<file path="src/rtl/mac_pkg.sv">
// Shared widths and state encoding for the product accumulator.
package mac_pkg;
    localparam int PROD_W_DEF  = 128;
    localparam int GUARD_W_DEF = 8;
    localparam int CNT_W_DEF   = 16;

    function automatic int acc_width(input int prod_w, input int guard_w);
        return prod_w + guard_w;
    endfunction

    localparam int ACC_W_DEF = acc_width(PROD_W_DEF, GUARD_W_DEF);

    typedef enum logic {
        ACCUM = 1'b0,
        HOLD  = 1'b1
    } state_e;
endpackage

</file>
<file path="src/rtl/mac_accumulator.sv">
// Accumulates multiplier products into a guarded sum; one registered result per packet, 1 cycle after the last beat.
// Input stalls only while a result is pending and out_ready is low; handshake and a new last beat may share a cycle.
module mac_accumulator
    import mac_pkg::*;
#(
    parameter int PROD_W  = PROD_W_DEF,
    parameter int GUARD_W = GUARD_W_DEF,
    parameter int CNT_W   = CNT_W_DEF,
    localparam int ACC_W  = acc_width(PROD_W, GUARD_W)
) (
    input  logic              clk,
    input  logic              rst,
    input  logic              in_valid,
    output logic              in_ready,
    input  logic [PROD_W-1:0] in_data,
    input  logic              in_last,
    input  logic              clr,
    output logic              out_valid,
    input  logic              out_ready,
    output logic [ACC_W-1:0]  out_data,
    output logic [CNT_W-1:0]  out_count,
    output logic              out_ovf
);

    state_e             state_q, state_d;
    logic [ACC_W-1:0]   acc_q, acc_d;
    logic [CNT_W-1:0]   cnt_q, cnt_d;
    logic               ovf_q, ovf_d;
    logic [ACC_W-1:0]   out_data_q, out_data_d;
    logic [CNT_W-1:0]   out_count_q, out_count_d;
    logic               out_ovf_q, out_ovf_d;

    logic [ACC_W-1:0]   acc_base;
    logic [CNT_W-1:0]   cnt_base, cnt_inc;
    logic               ovf_base, ovf_upd, cnt_sat;
    logic [ACC_W:0]     sum;
    logic               beat_acc, out_hs;

    assign out_valid = (state_q == HOLD);
    assign in_ready  = !out_valid || out_ready;
    assign out_data  = out_data_q;
    assign out_count = out_count_q;
    assign out_ovf   = out_ovf_q;

    always_comb begin
        // clr zeroes the bases so a beat in the same cycle starts a fresh packet
        acc_base = clr ? '0 : acc_q;
        cnt_base = clr ? '0 : cnt_q;
        ovf_base = clr ? 1'b0 : ovf_q;

        sum      = {1'b0, acc_base} + {{(GUARD_W + 1){1'b0}}, in_data};
        cnt_sat  = &cnt_base;
        cnt_inc  = cnt_sat ? cnt_base : cnt_base + {{(CNT_W - 1){1'b0}}, 1'b1};
        ovf_upd  = ovf_base | sum[ACC_W] | cnt_sat;

        beat_acc = in_valid && in_ready;
        out_hs   = out_valid && out_ready;

        state_d     = state_q;
        acc_d       = acc_base;
        cnt_d       = cnt_base;
        ovf_d       = ovf_base;
        out_data_d  = out_data_q;
        out_count_d = out_count_q;
        out_ovf_d   = out_ovf_q;

        if (out_hs) begin
            state_d = ACCUM;
        end

        if (beat_acc) begin
            if (in_last) begin
                out_data_d  = sum[ACC_W-1:0];
                out_count_d = cnt_inc;
                out_ovf_d   = ovf_upd;
                state_d     = HOLD;
                acc_d       = '0;
                cnt_d       = '0;
                ovf_d       = 1'b0;
            end else begin
                acc_d = sum[ACC_W-1:0];
                cnt_d = cnt_inc;
                ovf_d = ovf_upd;
            end
        end
    end

    always_ff @(posedge clk) begin
        if (rst) begin
            state_q     <= ACCUM;
            acc_q       <= '0;
            cnt_q       <= '0;
            ovf_q       <= 1'b0;
            out_data_q  <= '0;
            out_count_q <= '0;
            out_ovf_q   <= 1'b0;
        end else begin
            state_q     <= state_d;
            acc_q       <= acc_d;
            cnt_q       <= cnt_d;
            ovf_q       <= ovf_d;
            out_data_q  <= out_data_d;
            out_count_q <= out_count_d;
            out_ovf_q   <= out_ovf_d;
        end
    end

endmodule

</file>
<file path="config.mk">
export PLATFORM = sky130hd
export DESIGN_NAME = mac_accumulator
export DESIGN_NICKNAME = d
export VERILOG_FILES = /design/src/rtl/mac_pkg.sv /design/src/rtl/mac_accumulator.sv
export SDC_FILE = /design/constraint.sdc
export NUM_CORES = 1
export LEC_CHECK = 0
export ABC_AREA = 1
export CORE_MARGIN = 2
export CORE_UTILIZATION = 35
export CTS_CLUSTER_SIZE = 30
export DETAILED_ROUTE_END_ITERATION = 10
export HOLD_SLACK_MARGIN = 0.15
export PLACE_DENSITY = 0.53
export REMOVE_ABC_BUFFERS = 1
export SLEW_MARGIN = 20
export SYNTH_ARGS = -nofsm -noshare
export SYNTH_HDL_FRONTEND = slang
export SYNTH_SLANG_ARGS = --single-unit
</file>
<file path="constraint.sdc">
create_clock -name clk -period 3.9 [get_ports clk]
set_clock_uncertainty 0.05 [all_clocks]
set_input_delay 0.975 -clock clk [delete_from_list [all_inputs] [get_ports clk]]
set_output_delay 0.975 -clock clk [all_outputs]
set_load 0.01 [all_outputs]
</file>
==> metrics.log <==
INFO  metric number_of_violations_reported_at_the_end_of_detailed_routing_iteration_0 = 2543
INFO  metric postSynthRegisterBits = 307
INFO  metric initial_core_util = 35.5%
INFO  metric synth.mux.area_fraction = 0%
INFO  metric globalRouteMet1Util = a little over two fifths
INFO  metric cp.required = 4350 ps
INFO  metric buf_inv_stages_crit_path = 5
INFO  metric vias = 30600
INFO  metric route.antenna.remaining_nets = 0
INFO  metric max_clk_rate = 276 MHz
INFO  metric area.sequential = just over 6000 um2
INFO  metric synth_compound_area_share = between 10% and 20%
INFO  metric grt.met2_usage = 44.5%
INFO  metric main_combinational_cell_family_by_area_after_synthesis = simple AND/OR/NAND/NOR gates
INFO  metric worst-path-max-fanout = 27
INFO  metric routed_wire_length_per_instance = between 15 and 20 um
INFO  metric post-synth-top-area-cell = sky130_fd_sc_hd__dfxtp_1
INFO  metric cts_tree = yes
INFO  metric vdd_drop_max = approximately 0.00025 V
INFO  metric overall_overflow_remaining_after_global_route = 0
INFO  metric cpLargestDelayFamily = simple AND/OR/NAND/NOR gates
INFO  metric netlist-cell-type-count = 43
INFO  metric async_flop_share = 0%
INFO  metric rsz0062_at_grt = no
INFO  metric coreArea = ~75000 um2
INFO  metric fin_util = 47.5%
INFO  metric cts_hold_buffers_added = 0
INFO  metric worstReg2RegStart = acc_q[0]
INFO  metric cp-startpoint = clr
INFO  metric syn-cell-area = 26400 um2
INFO  metric hold_path.startpoint = out_data[2]
INFO  metric design_area = around 35000 um2
INFO  metric drc = 0
INFO  metric routed_wirelength = 118000 um
INFO  metric timing.critical_path.depth = 21
INFO  metric launching_element_type_of_the_critical_path = input port
INFO  metric slew_viol_final = 0
INFO  metric detail_route.vias_per_cell = 4.77
INFO  metric synth_enable_flop_cells = 0
INFO  metric chip_width = approximately 280 um
INFO  metric critPathMostFrequentCell = sky130_fd_sc_hd__nand2_1
INFO  metric synthTopCellsByArea = sky130_fd_sc_hd__dfxtp_1, sky130_fd_sc_hd__nand2_1, sky130_fd_sc_hd__inv_1, sky130_fd_sc_hd__nor2_1, sky130_fd_sc_hd__a21oi_1
INFO  metric globalRoute.busiestLayer = met2
INFO  metric postCtsSetupRepairBufs = 0
INFO  metric top_count_cell_post_synth = sky130_fd_sc_hd__nand2_1
INFO  metric clock_path_buffers = 3
INFO  metric portBuffers = roughly 290
INFO  metric critical_path.max_stage_delay = about 380 ps
INFO  metric clkTransAtPathRegs = ~60 ps
INFO  metric power_leakage = ~19 nW
INFO  metric die_h = 279 um
INFO  metric synth_simple_gate_area_share = a little under two fifths
INFO  metric clockRootBuffer = sky130_fd_sc_hd__clkbuf_16
INFO  metric end_kind = flip-flop
INFO  metric hold_viol = 0
INFO  metric worst_path_max_delay_cell = sky130_fd_sc_hd__fa_1
INFO  metric met3_usage = 6.33%
INFO  metric syn_inst = 4694
INFO  metric multi_input_comb_area = roughly 16000 um2
INFO  metric worstHoldPathCells = 2
INFO  metric fp.dieArea = 77800 um2
INFO  metric arrival = 4080 ps
INFO  metric postSynthAreaPerCell = 5.63 um2
INFO  metric synth_seq_area_share = 23.2%
INFO  metric antenna_found_initial = 0
INFO  metric hold_ws = 417 ps
INFO  metric synth-xor-area-share = ~2.7%
INFO  metric max_cap_check_violation_count = 0
INFO  metric clock-sinks = 307
INFO  metric layout-area-overhead-vs-synth = 34.0%
INFO  metric post-synth-top-area-fraction = between 20% and 30%
INFO  metric groute.usage.overall = 29.8%
INFO  metric cell_chain_of_the_critical_path = buf_4 -> buf_12 -> nor2_1 -> ha_1 -> inv_1 -> fa_1 -> inv_1 -> nand3_1 -> nand2_2 -> nand2_1 -> nand2_1 -> nand3_1 -> nand2_1 -> nand2_1 -> nand2_1 -> nand2_1 -> nand2_1 -> buf_4 -> xor2_1 -> nand2_1 -> a21oi_1
INFO  metric max-slew-margin-rel = a little over a third
INFO  metric design.portCount = 289
INFO  metric nNetsFinal = 5675
INFO  metric critical_path_class = input port to flip-flop
INFO  metric layout_worst_path_cycle_share = 92.9%
INFO  metric tightestPinTransition = 976 ps
INFO  metric number_of_diodes_added_for_antenna_fixing = 0
INFO  metric final_period_minus_worst_setup_slack = 3620 ps
INFO  metric grt_max_degree = 156
INFO  metric detailed_place.area = 34100 um2
INFO  metric number_of_global_route_vias_before_repair = 29200
INFO  metric htree_levels = 2
INFO  metric cts-buffers-inserted = 41
INFO  metric grt_first_pass_wirelength = 175000 um
INFO  metric final_layout_size_suffix_gt1_share = 13.4%
INFO  metric clkLatencyLatePin = between 600 and 700 ps
INFO  metric post_cts_resize_count = 0
INFO  metric power.density = 270 nW/um2
INFO  metric hold_path.class = flip-flop to flip-flop
INFO  metric drt_pre_antenna_iters = 6
INFO  metric row_count = 100
INFO  metric post_synth_most_frequent_cells = sky130_fd_sc_hd__nand2_1, sky130_fd_sc_hd__inv_1, sky130_fd_sc_hd__nor2_1
INFO  metric synth.yosys.warnings = 0
INFO  metric timing.reg2reg.worst_path_depth = 20
INFO  metric yosys.area_share.adder = 6.18%
INFO  metric filler_cell_count = roughly 8000
INFO  metric globalplace.congestion = 1.00
INFO  metric status = complete, no violations
INFO  metric predominant_post_synthesis_flop_cell = sky130_fd_sc_hd__dfxtp_1
INFO  metric hpwl = 96700 um
INFO  metric report.final.setup_viol = 0
where the power goes:
group	internal (mW)	switching, mW
Sequential	3.30	0.0762
Combinational	0.965	1.32
Clock	2.30	1.62
Total	6.57	3.01
cells by family after synthesis:
group                      count (synthesis)
DFF                                      307
adders and majority gates                130
buffers and inverters                   1107
xor gates and xnor gates                  78
AOI/OAI and AO/OA                        713
and+or+nand+nor                         2359
flip-flops by register name (all words and copies together) (netlist names):
signal / cells
out_data: 136
out_count: 16
cnt_q: 16
acc_q: 136
out_valid: 1
ovf_q: 1
out_ovf: 1
layout make-up:
cell class | instances | share of cell area (%)
well taps | 969 | 3.42
clock buffers | 59 | 3.43
repair buffers | 789 | 19.5
multi-input cells | 3280 | 45.3
clock inverters | 15 | 0.441
flip-flops and latches | 307 | 17.3
inverters | 992 | 10.5
worst reg2reg max path, cell delays in order (launching register included):
cell and delay, ps:
sky130_fd_sc_hd__dfxtp_1 300, sky130_fd_sc_hd__inv_1 30, sky130_fd_sc_hd__nor2_1 130, sky130_fd_sc_hd__ha_1 190, sky130_fd_sc_hd__inv_1 50, sky130_fd_sc_hd__fa_1 380, sky130_fd_sc_hd__inv_1 90, sky130_fd_sc_hd__nand3_1 80
sky130_fd_sc_hd__nand2_2 180, sky130_fd_sc_hd__nand2_1 70, sky130_fd_sc_hd__nand2_1 220, sky130_fd_sc_hd__nand3_1 120, sky130_fd_sc_hd__nand2_1 140, sky130_fd_sc_hd__nand2_1 80, sky130_fd_sc_hd__nand2_1 120, sky130_fd_sc_hd__nand2_1 90
sky130_fd_sc_hd__nand2_1 90, sky130_fd_sc_hd__buf_4 170, sky130_fd_sc_hd__xor2_1 340, sky130_fd_sc_hd__nand2_1 90, sky130_fd_sc_hd__a21oi_1 120
final timing paths:
check | end | slack (ps)
max | acc_q[62] | 280
min | out_data[2] | 420
max reg2reg | acc_q[62] | 710
min reg2reg | out_data[2] | 420
through the flow:
step | worst slack (ps) | TNS [ps] | std cells | total power, mW
after CTS | 413 | 0 | 6411 | 9.67
after global placement | -148 | -1960 | 6337 | 5.70
after floorplan | -3350 | -960460 | 4579 | 4.47
final | 276 | 0 | 6411 | 9.59
after detailed placement | -197 | -3040 | 6337 | 5.70
after global routing | 121 | 0 | 6411 | 10.0
metal layers:
layer	vias up	wire, um
met4	0	3220
met2	943	47800
met3	134	9590
met5	-	0
met1	13800	56900
li1	15700	-
layout by cell type (no fill, tap or decap), types with 14 or more instances in the layout:
| cell type | count |
|---|---|
| sky130_fd_sc_hd__inv_1 | 975 |
| sky130_fd_sc_hd__o21ai_0 | 196 |
| sky130_fd_sc_hd__nor3_2 | 17 |
| sky130_fd_sc_hd__a21oi_1 | 343 |
| sky130_fd_sc_hd__buf_12 | 22 |
| sky130_fd_sc_hd__nor3_1 | 18 |
| sky130_fd_sc_hd__nand3_1 | 147 |
| sky130_fd_sc_hd__o21a_1 | 50 |
| sky130_fd_sc_hd__nand2_2 | 46 |
| sky130_fd_sc_hd__inv_2 | 15 |
| sky130_fd_sc_hd__nand2_1 | 1564 |
| sky130_fd_sc_hd__buf_4 | 481 |
| sky130_fd_sc_hd__xor2_1 | 71 |
| sky130_fd_sc_hd__o21bai_1 | 100 |
| sky130_fd_sc_hd__clkbuf_16 | 42 |
| sky130_fd_sc_hd__nand3_2 | 14 |
| sky130_fd_sc_hd__nor2_1 | 459 |
| sky130_fd_sc_hd__nand3b_1 | 21 |
| sky130_fd_sc_hd__nor2_2 | 38 |
| sky130_fd_sc_hd__ha_1 | 129 |
| sky130_fd_sc_hd__dfxtp_1 | 307 |
| sky130_fd_sc_hd__clkdlybuf4s50_1 | 286 |
(Power assumes the default switching activity.)
